$ cat src/rtl/matrix_multiplier_mac_array.sv
`default_nettype none
// ============================================================================
// Module      : matrix_multiplier_mac_array
// Description : Output-stationary multi-cycle matrix multiplier.
//               C[A_ROWS x B_COLUMNS] = A[A_ROWS x K] * B[K x B_COLUMNS],
//               where K = A_COLUMNS_B_ROWS. There is one MAC for each C
//               element, and one K term is added per clock. Valid/ready
//               handshakes are used on both the operand side and the
//               result side.
// Ports       : clk_i        clock, rising edge
//               reset_ni     asynchronous active-low reset
//               in_valid_i   A/B operands valid
//               in_ready_o   block can accept operands (IDLE only)
//               a_i          A, row-major, a_i[i*K+k]
//               b_i          B, row-major, b_i[k*B_COLUMNS+j]
//               out_valid_o  c_o holds a complete result (DONE)
//               out_ready_i  consumer takes the result
//               c_o          C, row-major, c_o[i*B_COLUMNS+j]
// Config      : MATMUL_SIGNED_EN defined   -> operands and result are
//                                             two's-complement
//               MATMUL_SIGNED_EN undefined -> everything is unsigned
// Revision    : 1.0 - initial release
// ============================================================================
module matrix_multiplier_mac_array #(
    parameter int DATA_WIDTH       = 8,
    parameter int A_ROWS           = 2,
    parameter int B_COLUMNS        = 2,
    parameter int A_COLUMNS_B_ROWS = 2,
    // Derived value. The sum of K full-scale products cannot overflow this width.
    parameter int C_DATA_WIDTH     = 2*DATA_WIDTH + $clog2(A_COLUMNS_B_ROWS)
) (
    input  logic                                                clk_i,
    input  logic                                                reset_ni,
    input  logic                                                in_valid_i,
    output logic                                                in_ready_o,
    input  logic [A_ROWS*A_COLUMNS_B_ROWS-1:0][DATA_WIDTH-1:0]  a_i,
    input  logic [A_COLUMNS_B_ROWS*B_COLUMNS-1:0][DATA_WIDTH-1:0] b_i,
    output logic                                                out_valid_o,
    input  logic                                                out_ready_i,
    output logic [A_ROWS*B_COLUMNS-1:0][C_DATA_WIDTH-1:0]       c_o
);

    localparam int c_K  = A_COLUMNS_B_ROWS;
    localparam int c_KW = (c_K > 1) ? $clog2(c_K) : 1;
    localparam int c_PW = 2*DATA_WIDTH;

    localparam logic [1:0] c_IDLE    = 2'd0;
    localparam logic [1:0] c_COMPUTE = 2'd1;
    localparam logic [1:0] c_DONE    = 2'd2;

    logic [1:0]                                         r_state;
    logic [1:0]                                         w_next_state;
    logic [c_KW-1:0]                                    r_k;
    logic [A_ROWS*c_K-1:0][DATA_WIDTH-1:0]              r_a;
    logic [c_K*B_COLUMNS-1:0][DATA_WIDTH-1:0]           r_b;
    logic [A_ROWS*B_COLUMNS-1:0][C_DATA_WIDTH-1:0]      r_acc;
    logic [A_ROWS*B_COLUMNS-1:0][C_DATA_WIDTH-1:0]      w_prod;
    logic                                               w_accept;
    logic                                               w_last;

    assign w_accept = in_valid_i && (r_state == c_IDLE);
    assign w_last   = (r_k == c_KW'(c_K - 1));

    // ------------------------------------------------------------------
    // FSM state register
    // ------------------------------------------------------------------
    always_ff @(posedge clk_i or negedge reset_ni) begin
        if (!reset_ni) begin
            r_state <= c_IDLE;
        end else begin
            r_state <= w_next_state;
        end
    end

    // ------------------------------------------------------------------
    // FSM next state and handshake outputs
    // ------------------------------------------------------------------
    always_comb begin
        w_next_state = r_state;
        in_ready_o   = 1'b0;
        out_valid_o  = 1'b0;
        case (r_state)
            c_IDLE: begin
                in_ready_o = 1'b1;
                if (in_valid_i) begin
                    w_next_state = c_COMPUTE;
                end
            end
            c_COMPUTE: begin
                if (w_last) begin
                    w_next_state = c_DONE;
                end
            end
            c_DONE: begin
                out_valid_o = 1'b1;
                if (out_ready_i) begin
                    w_next_state = c_IDLE;
                end
            end
            default: begin
                w_next_state = c_IDLE;
            end
        endcase
    end

    // ------------------------------------------------------------------
    // Per-element product of the current K term
    // ------------------------------------------------------------------
    for (genvar gi = 0; gi < A_ROWS; gi++) begin : g_row
        for (genvar gj = 0; gj < B_COLUMNS; gj++) begin : g_col
            logic [DATA_WIDTH-1:0] w_a_sel;
            logic [DATA_WIDTH-1:0] w_b_sel;
            logic [c_PW-1:0]       w_a_ext;
            logic [c_PW-1:0]       w_b_ext;
            logic [c_PW-1:0]       w_p;

            // Select the operands for the K term at r_k. Selection is done
            // with a compare loop, so r_k is never used as an index whose
            // width could differ from the array bound.
            always_comb begin
                w_a_sel = '0;
                w_b_sel = '0;
                for (int k = 0; k < c_K; k++) begin
                    if (r_k == c_KW'(k)) begin
                        w_a_sel = r_a[gi*c_K + k];
                        w_b_sel = r_b[k*B_COLUMNS + gj];
                    end
                end
            end

`ifdef MATMUL_SIGNED_EN
            assign w_a_ext = {{DATA_WIDTH{w_a_sel[DATA_WIDTH-1]}}, w_a_sel};
            assign w_b_ext = {{DATA_WIDTH{w_b_sel[DATA_WIDTH-1]}}, w_b_sel};
            // The low 2*DATA_WIDTH bits of the sign-extended product are the
            // exact signed product.
            assign w_p = w_a_ext * w_b_ext;
            assign w_prod[gi*B_COLUMNS + gj] = C_DATA_WIDTH'($signed(w_p));
`else
            assign w_a_ext = {{DATA_WIDTH{1'b0}}, w_a_sel};
            assign w_b_ext = {{DATA_WIDTH{1'b0}}, w_b_sel};
            assign w_p = w_a_ext * w_b_ext;
            assign w_prod[gi*B_COLUMNS + gj] = C_DATA_WIDTH'(w_p);
`endif
        end
    end

    // ------------------------------------------------------------------
    // Operand capture, K counter and accumulators
    // ------------------------------------------------------------------
    always_ff @(posedge clk_i or negedge reset_ni) begin
        if (!reset_ni) begin
            r_a   <= '0;
            r_b   <= '0;
            r_acc <= '0;
            r_k   <= '0;
        end else if (w_accept) begin
            r_a   <= a_i;
            r_b   <= b_i;
            r_acc <= '0;
            r_k   <= '0;
        end else if (r_state == c_COMPUTE) begin
            for (int e = 0; e < A_ROWS*B_COLUMNS; e++) begin
                r_acc[e] <= r_acc[e] + w_prod[e];
            end
            r_k <= w_last ? '0 : r_k + c_KW'(1);
        end
    end

    // The accumulators are updated only in COMPUTE, so they stay unchanged in DONE and IDLE.
    assign c_o = r_acc;

endmodule
`default_nettype wire

$ cat config.mk
export PLATFORM = sky130hd
export DESIGN_NAME = matrix_multiplier_mac_array
export DESIGN_NICKNAME = d
export VERILOG_FILES = /design/src/rtl/matrix_multiplier_mac_array.sv
export SDC_FILE = /design/constraint.sdc
export NUM_CORES = 1
export LEC_CHECK = 0
export CORE_ASPECT_RATIO = 1.4
export CORE_MARGIN = 5
export CORE_UTILIZATION = 38
export CTS_CLUSTER_SIZE = 30
export DETAILED_ROUTE_END_ITERATION = 10
export MAX_ROUTING_LAYER = met4
export PLACE_DENSITY = 0.65
export SLEW_MARGIN = 20
export SYNTH_ARGS = -nofsm -noshare
export SYNTH_HDL_FRONTEND = slang
export SYNTH_SLANG_ARGS = --single-unit
$ cat constraint.sdc
create_clock -name clk_i -period 6.9 [get_ports clk_i]
set_input_delay 0.69 -clock clk_i [delete_from_list [all_inputs] [get_ports clk_i]]
set_output_delay 0.69 -clock clk_i [all_outputs]
set_load 0.005 [all_outputs]
* Yosys cells after proc, flatten, opt, wreduce, memory -nomap -nowiden
Index checks and enable logic that the tools add are counted.
** Storage, ports and cells
- Flip-flop bits (word level) :: 135
- Bits of input ports :: 68
- Output and inout bits :: 70
- Word-level logic and storage cells :: 47
** Operators by class
- Add/subtract/negate cells :: 5
- Multiply operators :: 4
- Equal/unequal tests :: 5
- Multiplexer cells :: 15
- Reductions and logical operators :: 4
** Operator list (number)
- two-way mux 68 bit :: 2
- adder 17 x 16 -> 17 bit :: 4
- multiplier 8 x 8 -> 16 bit :: 4
- two-way mux 8 bit :: 4
- two-way mux 2 bit :: 3
- inequality test 2 bit (second input constant) :: 3
- case mux 2 bit (3 select lines) :: 1
- two-way mux 1 bit :: 5
- AND reduction 3 bit :: 1
- == test 2 x 1 -> 1 bit (second input constant) :: 1
- == test 2 bit (second input constant) :: 1
- zero test 2 bit :: 1
- nonzero test 2 bit :: 1
- adder 1 bit (second input constant) :: 1
- logical AND 1 bit :: 1

* Logic depth before layout (Yosys ltp)
- Word-level depth :: 5
- Depth in mapped cells :: 21
- Depth with buffers taken out :: 18

* Worst setup path after synthesis
OpenSTA, ideal clock, no wires.
- Path kind :: register to register
- Start point :: register r_k
- End point :: register r_acc, in the netlist c_o[50]
- Library setup time :: 0.132 ns
- Data arrival time :: 5.123 ns
- Required time :: 6.768 ns
- Slack :: 1.645 ns
- Cell stages (with the launch flop) :: 21
- Path buffers :: 3
- Period minus slack after synthesis :: 5.255 ns
- Cells stage by stage :: dfrtp_1 clkbuf_1 clkbuf_1 mux2_2 clkbuf_1 nand2_1 fa_1 inv_1 fa_1 inv_1 fa_1 fa_1 inv_1 ha_1 a21o_1 a21oi_1 a21boi_1 a221o_1 a211o_1 xnor2_1 o211ai_1
** Between the ends
- Cells in the longest elaborated chain, start to end :: 5
- Elaborated cells on any way between the ends :: 6
- Those cells by class :: add/sub: 1; mul: 1; mux: 4
** RTL lines
- start: declaration :: RTL line 53 : logic [c_KW-1:0] r_k;
- start signal: assignment :: RTL line 165 : r_k <= w_last ? '0 : r_k + c_KW'(1);
- two-way mux 8 bit :: RTL line 124 : if (r_k == c_KW'(k)) begin
- multiplier 8 x 8 -> 16 bit (*) :: RTL line 141 : assign w_p = w_a_ext * w_b_ext;
- adder 17 x 16 -> 17 bit (*) :: RTL line 163 : r_acc[e] <= r_acc[e] + w_prod[e];
- two-way mux 68 bit (*) :: RTL line 161 : end else if (r_state == c_COMPUTE) begin
- two-way mux 68 bit (*) :: RTL line 156 : end else if (w_accept) begin
- end signal: indexed assignment :: RTL line 163
- end: declaration :: RTL line 56 : logic [A_ROWS*B_COLUMNS-1:0][C_DATA_WIDTH-1:0] r_acc;
Mark *: on every way between the ends. The rest lies on a longest branch, timed or not. The select of a mux whose other input is x is not followed.
A chain may end at the register's enable or synchronous reset.

* Final worst setup path
- Start point :: register r_k
- End point :: register r_acc, in the netlist c_o[67]
The elaborated chain is that of the path after synthesis.

==> impl_metrics.yaml <==
outcome:
  outcome: "complete, no violations"
setup_path:
  max_stage_delay_ns: 0.65
  slowest_stage: "mux2i_1"
  ff2ff_setup_slack_ns: 1.24
  startpoint: "r_k$_DFFE_PN0P_"
  cp_cell_sequence: "buf_4 -> mux2i_1 -> nor2_1 -> fa_1 -> fa_1 -> inv_1 -> fa_1 -> fa_1 -> inv_1 -> ha_1 -> a21oi_2 -> nand2_1 -> a21o_1 -> o31a_1 -> a211oi_1 -> o21bai_1 -> a22o_1"
  crit_path_end_kind: "flop"
  crit_top_cell: "fa_1"
  arrival_ns: 6.01
  startpoint_type: "flop"
  critPathKind: "flop to flop"
  critPathMaxFanout: 22
  critPathRequiredTime_ns: 7.25
  r2r-start: "r_k$_DFFE_PN0P_"
drt:
  drt-total-wl_mm: 40.3
  antenna_left: 0
  firstDrtPassIters: 5
  num_vias: 11700
  vias_per_cell: 5.03
  routedWlPerCell_um: 17.3
  first_iter_violations: 747
  drc: 0
synthesis:
  ys_seq_area_share_pct: 21.8
  yosys_warnings: 0
  ys_types: 57
  synthSimpleGateAreaFrac_pct: 10.6
  syn_area_um2: 15500
  synth_top_area_share_pct: 25.8
  synth_compound_area_share_pct: 7.91
  muxShareOfSynthArea_pct: 8.52
  async_flop_share_pct: 100
  synthMostInstantiatedCell: "inv_1"
  synth_largest_area_cell: "fa_1"
  synth_edf_count: 0
  synth_common_cells: "inv_1 (392), fa_1 (200), ha_1 (152)"
  syn-num-nets: 2067
  synth.area.top_cells: "fa_1 (26%), dfrtp_1 (22%), ha_1 (12%)"
  synthXorXnorAreaFrac_pct: 2.31
  ys_ff_latch: 135
  netlist_instances: 1647
  syn_area_per_cell_um2: 9.43
  synth_flop_cell: "dfrtp_1"
  synth_fa_ha_area_share_pct: 38.0
  synth_top_family_by_area: "adder cells"
floorplanning:
  dieArea_um2: 45100
  initial_core_util_pct: 38.5
  fp-row-count: 87
  coreArea_um2: 40400
  ios: 138
  dieHeight_um: 249
  fp.dieW_um: 181
placement:
  dp_hpwl_mm: 31.1
  port_buffers: 137
  gp_congestion: 0.873
  placed_cell_area_um2: 17600
  placedCellCount: 2299
cts:
  clock_latency_ns: 0.47
  clk_path_buf_depth: 2
  ctsRootBufferMaster: "clkbuf_16"
  postCtsSetupRepairBufs: 0
  post_cts_resized: 0
  clock_sinks: 135
  hold_buffers: 0
  cts_made_buffers: 17
  cts_tree: "done"
  h-tree-depth: 4
  cts.reportedPaths.clkPinSlew_ns: 0.06
cells_and_area:
  stdcell_area_um2: 18200
  n_antenna_cell: 0
  fin_util_pct: 45.1
  fin_nets: 2204
  fillCellCount: 3843
  area_delta_synth_final_pct: 17.3
  drive_above_1_share_pct: 9.63
  layout.cells.non_filler: 2331
global_routing:
  grt_max_degree: 74
  grt_pass1_wl_mm: 65.7
  grt_pass1_vias: 12400
  grt_overflow: 0
  grt_util_all_layers_pct: 18.9
  antenna_found_initial: 0
sta:
  tightest_slew_ns: 1.05
  period_needed_ns: 5.66
  fin_worst_skew_ns: 0.0233
  drv_slew: 0
  slew_headroom_pct: 30.3
  fin_setup_tns_ns: 0
  finalHoldViolCount: 0
  setup_viol: 0
  period_share_pct: 82.0
  rsz0062_at_grt: "false"
  clock.fmax_ghz: 0.177
run:
  maxCapViolCount: 0
worst_hold_path:
  hp-class: "input pin to asynchronous set/reset pin"
==> routing by layer <==
layer	track usage (%)	vias to the layer above	wire [um]
li1	-	5418	-
met1	22.4	5888	16200
met2	31.2	347	20000
met3	3.43	81	2210
met4	8.75	0	1940
met5	-	-	0
==> state kept, by name, indices dropped and copies added, names as in the netlist <==
register / flops
r_b: 32
r_k: 1
c_o: 68
r_state: 2
r_a: 32
==> kinds of logic after synthesis <==
kind of cell,count (synthesis)
AO/OA/AOI/OAI,180
XOR/XNOR,41
adder cells (fa/ha/maj),352
buffers and inverters,440
flip-flops,135
multiplexers,121
AND/OR/NAND/NOR,378
==> worst max-delay path: cells and delay by family (launching register included) <==
family                     cells  cell delay, ns
AOI/OAI and AO/OA              6            1.32
adders and majority gates      5            2.24
buffers and inverters          3            0.48
DFF                            1            0.60
muxes                          1            0.65
and+or+nand+nor                2            0.25
==> final cells by class <==
class | instances | area, um^2 | share of cell area, %
inverter | 392 | 1470 | 8.07
clock buffer | 19 | 453 | 2.49
multi-input combinational | 1072 | 10500 | 57.5
tap | 534 | 668 | 3.67
clock inverter | 13 | 166 | 0.913
sequential | 135 | 3380 | 18.5
timing repair buffer | 166 | 1600 | 8.80
==> final timing paths <==
kind / cells past startpoint / end
max reg2reg: 17 / c_o[67]$_DFFE_PN0P_
max: 17 / c_o[67]$_DFFE_PN0P_
min: 1 / c_o[31]$_DFFE_PN0P_
max in group asynchronous: 2 / r_a[27]$_DFFE_PN0P_
min reg2reg: 1 / c_o[33]$_DFFE_PN0P_
min in group clk_i: 1 / c_o[33]$_DFFE_PN0P_
==> placed cells by master (no fill, tap or decap), types with 6 or more instances in the layout <==
cell             netlist  layout
o21ai_1               15      15
nand3_1                9       9
nand2_1              147     147
mux2_2                90      90
ha_1                 152     152
clkdlybuf4s50_1        0     136
mux2i_1               31      30
nor3_1                 7       7
nand4_1                9       9
o21bai_1               7       6
a211oi_1               6       6
o31ai_1                6       6
nor2b_1               10       9
xnor2_1               22      22
clkbuf_16              0      17
nor2_1               144     144
inv_1                392     392
dfrtp_1              135     134
nand2b_1              14      14
o21ai_0               36      36
o21a_1                 6       6
a21o_1                23      23
a21oi_1               33      33
fa_1                 200     200
buf_4                  0      28
xor2_1                19      19
or2_2                  9       9
a22o_1                25      25
==> per-stage QoR <==
stage | hold WS (ns) | setup WS (ns)
2_1_floorplan | 0.394 | 1.64
3_3_place_gp | 0.476 | 1.36
3_5_place_dp | 0.476 | 1.28
4_1_cts | 0.288 | 1.27
5_1_grt | 0.301 | 0.994
6_report | 0.245 | 1.24
Power is left out: the tool's default activity adds up to more than one toggle a clock period on the data nets, which glitch-free logic cannot reach.
